### src/rtl/key_search_ctrl.sv
// key_search_ctrl
//   Candidate-key search controller for a TEA brute-force pipeline. It issues
//   candidate indices 0 .. 2^IDX_W-1 into an external TEA pipeline of depth
//   LATENCY. A matching delay line carries {valid, index} so every pipeline
//   output word can be tied back to the candidate that produced it. A
//   decrypted block starting with "%PDF-1." followed by an ASCII digit is a hit.
//
//   Ports
//     clk          single clock, rising edge
//     rst          synchronous, active-high reset (beats everything else)
//     ena          issue enable; low inserts a bubble instead of a candidate
//     start        one-cycle pulse, begins a search from IDLE, DONE or FOUND
//     abort        one-cycle pulse, cancels the search (beats start and hit)
//     pipe_data    64-bit TEA pipeline output word
//     cand_valid   a candidate is issued this cycle
//     cand_index   index of the candidate issued this cycle
//     busy         search running or draining
//     done         search finished, with or without a hit
//     found        plaintext match detected
//     found_index  index of the candidate that matched
//     hit_count    (only with KEY_SEARCH_CTRL_MULTI_HIT_EN) saturating count
//                  of hits in the current search
//
//   Optional feature macro: KEY_SEARCH_CTRL_MULTI_HIT_EN
//     Defined   : every hit pulses found for one cycle, updates found_index and
//                 hit_count, and the search runs on to the end of the space.
//     Undefined : the first hit ends the search in FOUND.
module key_search_ctrl #(
  parameter int LATENCY = 32,
  parameter int IDX_W   = 30
) (
  input  logic             clk,
  input  logic             rst,
  input  logic             ena,
  input  logic             start,
  input  logic             abort,
  input  logic [63:0]      pipe_data,
  output logic             cand_valid,
  output logic [IDX_W-1:0] cand_index,
  output logic             busy,
  output logic             done,
  output logic             found,
  output logic [IDX_W-1:0] found_index
`ifdef KEY_SEARCH_CTRL_MULTI_HIT_EN
  ,
  output logic [7:0]       hit_count
`endif
);

  localparam logic [2:0] S_IDLE  = 3'd0;
  localparam logic [2:0] S_RUN   = 3'd1;
  localparam logic [2:0] S_DRAIN = 3'd2;
  localparam logic [2:0] S_FOUND = 3'd3;
  localparam logic [2:0] S_DONE  = 3'd4;

  // "%PDF-1." in ASCII; the following byte must be a decimal digit
  localparam logic [55:0]      PDF_PREFIX = 56'h255044462D312E;
  localparam logic [IDX_W-1:0] LAST_INDEX = '1;

  logic [2:0]       state_reg;
  logic [IDX_W-1:0] counter_reg;
  logic             done_reg;
  logic             found_reg;
  logic [IDX_W-1:0] found_index_reg;
`ifdef KEY_SEARCH_CTRL_MULTI_HIT_EN
  logic [7:0]       hit_count_reg;
`endif

  // Delay line: element 0 is the newest entry, LATENCY-1 lines up with pipe_data
  logic             dl_valid_reg [LATENCY];
  logic [IDX_W-1:0] dl_index_reg [LATENCY];

  logic start_accept;
  logic flush;
  logic pending;
  logic hit;
  logic last_issue;

  assign cand_valid  = (state_reg == S_RUN) && ena;
  assign cand_index  = counter_reg;
  assign busy        = (state_reg == S_RUN) || (state_reg == S_DRAIN);
  assign done        = done_reg;
  assign found       = found_reg;
  assign found_index = found_index_reg;
`ifdef KEY_SEARCH_CTRL_MULTI_HIT_EN
  assign hit_count   = hit_count_reg;
`endif

  assign start_accept = start && !abort &&
                        ((state_reg == S_IDLE) || (state_reg == S_DONE) ||
                         (state_reg == S_FOUND));

  // Starting a new search also discards whatever a finished search left in
  // flight, so stale candidates can never be reported against the new run.
  assign flush = rst || abort || start_accept;

  assign hit = dl_valid_reg[LATENCY-1] &&
               (pipe_data[63:8] == PDF_PREFIX) &&
               (pipe_data[7:0] >= 8'h30) && (pipe_data[7:0] <= 8'h39);

  assign last_issue = cand_valid && (counter_reg == LAST_INDEX);

  // Entries still travelling down the line. The output stage is excluded: it
  // is judged for a hit this very cycle, so draining can finish alongside it.
  always_comb begin
    pending = 1'b0;
    for (int i = 0; i < LATENCY - 1; i++) begin
      pending = pending | dl_valid_reg[i];
    end
  end

  genvar gi;
  generate
    for (gi = 0; gi < LATENCY; gi++) begin : g_stage
      if (gi == 0) begin : g_head
        always_ff @(posedge clk) begin
          if (flush) begin
            dl_valid_reg[gi] <= 1'b0;
          end else begin
            dl_valid_reg[gi] <= cand_valid;
          end
          dl_index_reg[gi] <= cand_index;
        end
      end else begin : g_body
        always_ff @(posedge clk) begin
          if (flush) begin
            dl_valid_reg[gi] <= 1'b0;
          end else begin
            dl_valid_reg[gi] <= dl_valid_reg[gi-1];
          end
          dl_index_reg[gi] <= dl_index_reg[gi-1];
        end
      end
    end
  endgenerate

  always_ff @(posedge clk) begin
    if (rst) begin
      state_reg       <= S_IDLE;
      counter_reg     <= '0;
      done_reg        <= 1'b0;
      found_reg       <= 1'b0;
      found_index_reg <= '0;
`ifdef KEY_SEARCH_CTRL_MULTI_HIT_EN
      hit_count_reg   <= 8'd0;
`endif
    end else if (abort) begin
      state_reg <= S_IDLE;
      done_reg  <= 1'b0;
      found_reg <= 1'b0;
`ifdef KEY_SEARCH_CTRL_MULTI_HIT_EN
      hit_count_reg <= 8'd0;
`endif
    end else begin
      case (state_reg)
        S_RUN, S_DRAIN: begin
`ifdef KEY_SEARCH_CTRL_MULTI_HIT_EN
          // Report every hit as a pulse and keep going
          found_reg <= hit;
          if (hit) begin
            found_index_reg <= dl_index_reg[LATENCY-1];
            if (hit_count_reg != 8'hFF) begin
              hit_count_reg <= hit_count_reg + 8'd1;
            end
          end
          if (state_reg == S_RUN) begin
            if (last_issue) begin
              state_reg <= S_DRAIN;
            end else if (cand_valid) begin
              counter_reg <= counter_reg + IDX_W'(1);
            end
          end else if (!pending) begin
            state_reg <= S_DONE;
            done_reg  <= 1'b1;
          end
`else
          // First hit wins, even over the last issue or drain completion
          if (hit) begin
            state_reg       <= S_FOUND;
            found_reg       <= 1'b1;
            done_reg        <= 1'b1;
            found_index_reg <= dl_index_reg[LATENCY-1];
          end else if (state_reg == S_RUN) begin
            if (last_issue) begin
              state_reg <= S_DRAIN;
            end else if (cand_valid) begin
              counter_reg <= counter_reg + IDX_W'(1);
            end
          end else if (!pending) begin
            state_reg <= S_DONE;
            done_reg  <= 1'b1;
          end
`endif
        end
        default: begin
          // IDLE, DONE and FOUND hold everything until a start
          if (start_accept) begin
            state_reg   <= S_RUN;
            counter_reg <= '0;
            done_reg    <= 1'b0;
            found_reg   <= 1'b0;
`ifdef KEY_SEARCH_CTRL_MULTI_HIT_EN
            hit_count_reg <= 8'd0;
`endif
          end
`ifdef KEY_SEARCH_CTRL_MULTI_HIT_EN
          else begin
            found_reg <= 1'b0;
          end
`endif
        end
      endcase
    end
  end

endmodule

### config.mk
export PLATFORM = sky130hd
export DESIGN_NAME = key_search_ctrl
export DESIGN_NICKNAME = d
export VERILOG_FILES = /design/src/rtl/key_search_ctrl.sv
export SDC_FILE = /design/constraint.sdc
export NUM_CORES = 1
export LEC_CHECK = 0
export BUFFER_PORTS_ARGS = -buffer_cell sky130_fd_sc_hd__buf_2
export CORE_ASPECT_RATIO = 0.75
export CORE_MARGIN = 2
export CORE_UTILIZATION = 45
export CTS_BUF_LIST = sky130_fd_sc_hd__clkbuf_16
export DETAILED_ROUTE_END_ITERATION = 10
export SLEW_MARGIN = 20
export SYNTH_ARGS = -nofsm -noshare
export SYNTH_HDL_FRONTEND = slang
export SYNTH_SLANG_ARGS = --single-unit
### constraint.sdc
create_clock -name clk -period 5.5 [get_ports clk]
set_clock_uncertainty 0.2 [all_clocks]
set_input_delay 0.275 -clock clk [delete_from_list [all_inputs] [get_ports clk]]
set_output_delay 0.275 -clock clk [all_outputs]
set_load 0.05 [all_outputs]
; ---- Word level (Yosys, flattened, before mapping)
; Memory sizes are Yosys's and may differ from the RTL's. A register that Yosys moved wholly into a read port is not among the register bits.
; Cells that the tools add are included.
[classes]
n_addsub = 1
n_lt_le_gt_ge = 2
n_eq_ne = 15
mux = 54
bitwise_logic = 63
n_reduce_logical = 22
[ops]
columns = op, n
row1 = $mux 30, 6
row2 = $or 1x1->1, 62
row3 = $eq 56x54->1 const B, 1
row4 = $mux 1, 42
row5 = $add 30x1->30 const B, 1
row6 = $eq 30x30->1 const B, 1
row7 = $mux 3, 6
row8 = $ne 2x2->1 const B, 5
row9 = $reduce_and 3->1, 3
row10 = $ge 8x6->1 const B, 1
row11 = $le 8x6->1 const B, 1
row12 = $ne 4x4->1 const B, 2
row13 = $logic_and 1x1->1, 7
row14 = $eq 3x2->1 const B, 2
row15 = $ne 3x3->1 const B, 2
row16 = $reduce_and 6->1, 1
row17 = $logic_or 1x1->1, 5
row18 = $reduce_or 2->1, 2
row19 = $eq 3x1->1 const B, 1
row20 = $eq 3x3->1 const B, 1
row21 = $logic_not 3->1, 1
row22 = $reduce_and 2->1, 1
row23 = $reduce_bool 2->1, 1
row24 = $logic_not 1->1, 1
row25 = $not 1->1, 1
[word_totals]
ff_bits = 35
ramBits = 992
input_bits = 69
output_inout_bits = 64
word_cells = 163
mem_count = 2
[memory_table]
columns = memory, words, width, read_ports, rd_clocked_by_memory_dff, write_ports, line_no
row1 = dl_index_reg, 32, 30, 32, 1, 32, 71  ; logic [IDX_W-1:0] dl_index_reg [LATENCY];
row2 = dl_valid_reg, 32, 1, 32, 0, 32, 70  ; logic dl_valid_reg [LATENCY];

; ---- Depth between registers and ports, before layout
[logic_depth]
word_depth = 34
ltp_mapped = 10
ltp_nobuf = 8

; ---- Worst setup path after synthesis
; Ideal clock, no wire load.
[synth_timing]
kind = reg-to-reg
start = reg counter_reg[0], in the netlist cand_index[0]
end = reg counter_reg[6], in the netlist cand_index[6]
setup_time_ns = 0.115
arrival_time_ns = 2.694
path_slack_ns = 2.491
stages_incl_launch_ff = 10
period_less_slack_ns = 3.009
path_cell_list = dfxtp_1 ha_1 nand2_1 or4_1 nor4_2 a21oi_1 a21oi_4 buf_2 nor4_1 o21a_1
[synth_between]
elab_chain_len = 6
elab_cells_between_ends = 10
[synth_lines]
columns = item, line_no
row1 = start: declaration, 61  ; logic [IDX_W-1:0] counter_reg;
row2 = start signal: assignment, 187  ; counter_reg <= counter_reg + IDX_W'(1);
row3 = $add 30x1->30, 187
row4 = $mux 30, 186  ; end else if (cand_valid) begin
row5 = $mux 30, 184  ; if (last_issue) begin
row6 = $mux 30, 183  ; end else if (state_reg == S_RUN) begin
row7 = $mux 30, 178  ; if (hit) begin
row8 = $mux 30, 155  ; case (state_reg)
; Parallel ways exist; a longest one is shown, timed or not. The select of a mux whose other input is x is not followed.
; A chain may end at the register's enable or synchronous reset.

; ---- Final worst setup path
[layout_timing]
start = reg counter_reg[0], in the netlist cand_index[0]
end = reg counter_reg[27], in the netlist cand_index[27]
; Same word-level chain as after synthesis.

==> flow_metrics.env <==
export IMPL_period_share_pct=62.45
export IMPL_initial_core_util_pct=45.48
export IMPL_worstRegToRegCells=9
export IMPL_critPathKind="flop to flop"
export IMPL_holdCritPathClass="input port to flop"
export IMPL_rows=72
export IMPL_worstReg2RegEnd="cand_index[27]$_SDFFE_PP0P_"
export IMPL_dp_slack_ns=2.024
export IMPL_ys_seq_elements=1057
export IMPL_endpoint_kind="flop"
export IMPL_cap_viol_max_count=0
export IMPL_reg2reg_from="cand_index[0]$_SDFFE_PP0P_"
export IMPL_rsz0062_at_grt="false"
export IMPL_synth_edff_count=0
export IMPL_die_y_um=201.5
export IMPL_synth_compound_area_share_pct=1.797
export IMPL_cts_tree="done"
export IMPL_arrival_ns=3.74
export IMPL_fillCellCount=4100
export IMPL_syn_num_nets=1489
export IMPL_grt_pass1_wl_um=47440
export IMPL_clk_latency_ns=0.62
export IMPL_crit_path_max_incr_delay_ns=0.59
export IMPL_slew_headroom_pct=34.95
export IMPL_yosysUniqueCellTypes=46
export IMPL_path_clk_slew_ns=0.06
export IMPL_gr_total_overflow=0
export IMPL_synth_xor_area_share_pct=0.03744
export IMPL_grt_max_degree=38
export IMPL_design_area_sq_um=28060
export IMPL_slew_viol_final=0
export IMPL_io_pins=133
export IMPL_drive_above_1_share_pct=16.31
export IMPL_status="complete, no violations"
export IMPL_vias=10060
export IMPL_setup_worst_path_start="cand_index[0]$_SDFFE_PP0P_"
export IMPL_numCtsBuffers=89
export IMPL_synthSimpleGateAreaFrac_pct=5.813
export IMPL_syn_area_sq_um=23400
export IMPL_yosys_top_cells_count="dfxtp_1 (1057), nor2_1 (51), and3_1 (35)"
export IMPL_holdCritStartpoint="pipe_data[62]"
export IMPL_synth_top_cell_area_share_pct=90.44
export IMPL_peakVddDrop_mv=0.2416
export IMPL_final_util_pct=54.54
export IMPL_fmax_mhz=291.1
export IMPL_syn_inst=1419
export IMPL_yosys_area_top_type="dfxtp_1"
export IMPL_ys_warn_count=0
export IMPL_grt_pass1_vias=9341
export IMPL_grt_usage_pct=11.58
export IMPL_h_tree_depth=3
export IMPL_p_total_mw=14.14
export IMPL_drt_iter0_drc=340
export IMPL_placed_cell_area_sq_um=24890
export IMPL_critPathRequiredTime_ns=5.80
export IMPL_clock_path_buffers=3
export IMPL_place_congestion=0.8307
export IMPL_async_reset_ff_share_pct=0
export IMPL_worstPathMaxFanout=32
export IMPL_nets=1697
export IMPL_drtPass1Iterations=5
export IMPL_whs_path_depth=7
export IMPL_p_leak_nw=11.63
export IMPL_fp_dieW_um=267.3
export IMPL_path_cells="ha_1 > nand2_1 > or4_1 > nor4_2 > a21oi_1 > a21oi_4 > buf_16 > nor4_1 > o21a_1"
export IMPL_synthMostInstantiatedCell="dfxtp_1"
export IMPL_avgSynthCellArea_sq_um=16.49
export IMPL_drtAntennaViolNets=0
export IMPL_drc=0
export IMPL_min_period_ns=3.435
export IMPL_vias_per_cell=4.179
export IMPL_critPathSlowestCell="a21oi_4"
export IMPL_hold_viol=0
export IMPL_synthMuxAreaShare_pct=1.326
export IMPL_core_area_sq_um=51440
export IMPL_synth_seq_area_share_pct=90.44
export IMPL_antenna_found_initial=12
export IMPL_die_area_sq_um=53850
export IMPL_synth_top_family_by_area="simple AND/OR/NAND/NOR gates"
export IMPL_setup_tns_final_ns=0
export IMPL_largest_register_ffs=960
export IMPL_synthAdderAreaFrac_pct=0.05348
export IMPL_fin_ws_ns=2.065
export IMPL_io_buffers=131
export IMPL_wl_um=31080
export IMPL_p_per_area_nw_per_um2=503.9
export IMPL_cts_num_sinks=1057
export IMPL_hpwl_um=19140
export IMPL_post_drt_wl_per_cell_um=12.91
export IMPL_ys_flop_type="dfxtp_1"
export IMPL_synthToLayoutAreaGrowth_pct=19.92
export IMPL_cts_resized=0
export IMPL_start_kind="flop"
export IMPL_cts_root_buffer="clkbuf_16"
export IMPL_yosys_top_cells_area="dfxtp_1 (90%), mux2i_1 (1.3%), and3_1 (0.94%), nor2_1 (0.82%), nand2_1 (0.50%)"
export IMPL_r2r_slack_ns=2.07
export IMPL_worst_slew_pin_slew_ns=0.9683
export IMPL_setup_viol=0
export IMPL_whs_endpoint="state_reg[0]$_SDFFE_PP0P_"
[how the worst max path moves through the flow]
stage	to	slack (ns)	cells after the start
floorplan	cand_index[6]$_SDFFE_PP0P_	2.49	9
global placement	cand_index[16]$_SDFFE_PP0P_	1.75	8
detailed placement	cand_index[27]$_SDFFE_PP0P_	2.02	9
CTS	cand_index[27]$_SDFFE_PP0P_	2.00	9
global route	cand_index[27]$_SDFFE_PP0P_	1.81	9
finish	cand_index[27]$_SDFFE_PP0P_	2.07	9
[layout by cell type, fill, tap and decap left out, types with 2 or more instances in the layout]
master         netlist  routed
nor4_2               2       3
nor4bb_1             6       6
o21a_1               4       4
a21oi_1             23      23
and2_1               5       5
inv_1                3      19
o211ai_1             5       5
nand4b_1             5       5
nor3_1               3       3
nand3b_1             2       2
nand2b_1             2       2
clkbuf_16            0      91
or4_1               12      12
mux2i_1             31      31
or3_1               16      16
o31a_1               4       4
bufinv_16            0      16
nand3_1             11      11
nor4b_1             12      12
clkinv_16            0       2
buf_4                0       5
dlygate4sd3_1        0       4
nand4_1             17      17
clkinv_8             0       2
diode_2              0       6
nor2b_1              2       2
clkinv_2             0      17
nor2_1              51      51
clkinv_1             0      13
o31ai_1              7       7
o21ai_0             10      10
o21ai_1              6       6
nor4_1              16      15
and4b_1              2       2
and3_1              35      35
dfxtp_1           1057    1057
buf_2                3     131
nand2_1             31      31
[metrics by stage]
stage          hold slack [ns]  cells
3_5_place_dp            0.1121   2234
2_1_floorplan           0.1096   1419
3_3_place_gp            0.1095   2233
4_1_cts                0.06444   2400
5_1_grt                0.09305   2401
6_report                0.1080   2407
[cells by family after synthesis]
kind of cell | count (synthesis)
fa+ha+maj | 1
flops | 1057
compound gates | 66
simple gates | 235
buf+inv | 28
xor+xnor | 1
mux | 31
[metal layers]
layer / track usage, % / vias up / wire length, um
met4: 5.217 / 6 / 884
li1: - / 5122 / -
met2: 16.84 / 232 / 12790
met5: 0 / - / 36
met1: 14.94 / 4610 / 14620
met3: 4.993 / 88 / 2748
[worst max-delay path: cells and delay by family (launching register included)]
kind,cells,cell delay (ns)
and+or+nand+nor,4,1.23
adders and majority gates,1,0.25
AOI/OAI and AO/OA,3,0.94
buffers and inverters,1,0.25
DFF,1,0.45
[power breakdown]
group | internal (mW) | total (mW) | leakage [nW] | switching [mW]
registers | 7.66 | 7.66 | 8.51 | 0.00126
clock network | 3.79 | 6.39 | 1.58 | 2.60
logic | 0.0336 | 0.0901 | 1.54 | 0.0566
total | 11.5 | 14.1 | 11.6 | 2.66
[what timing repair did]
action / 4_1_cts / 5_1_grt
hold endpoints to repair: 35 / 0
buffers inserted: 0 / 0
hold buffers: 4 / 0
[cell type report]
class,instances,area [sq um],share of cell area [%]
repair buffers,142,772.0,2.752
diodes,6,15.01,0.05351
multi-input cells,334,2118,7.550
flip-flops and latches,1057,21160,75.42
clock buffers,91,2277,8.116
well taps,703,879.6,3.135
clock inverters,71,823.3,2.934
inverters,3,11.26,0.04014
Note: power is estimated with default switching activity, not from simulation.
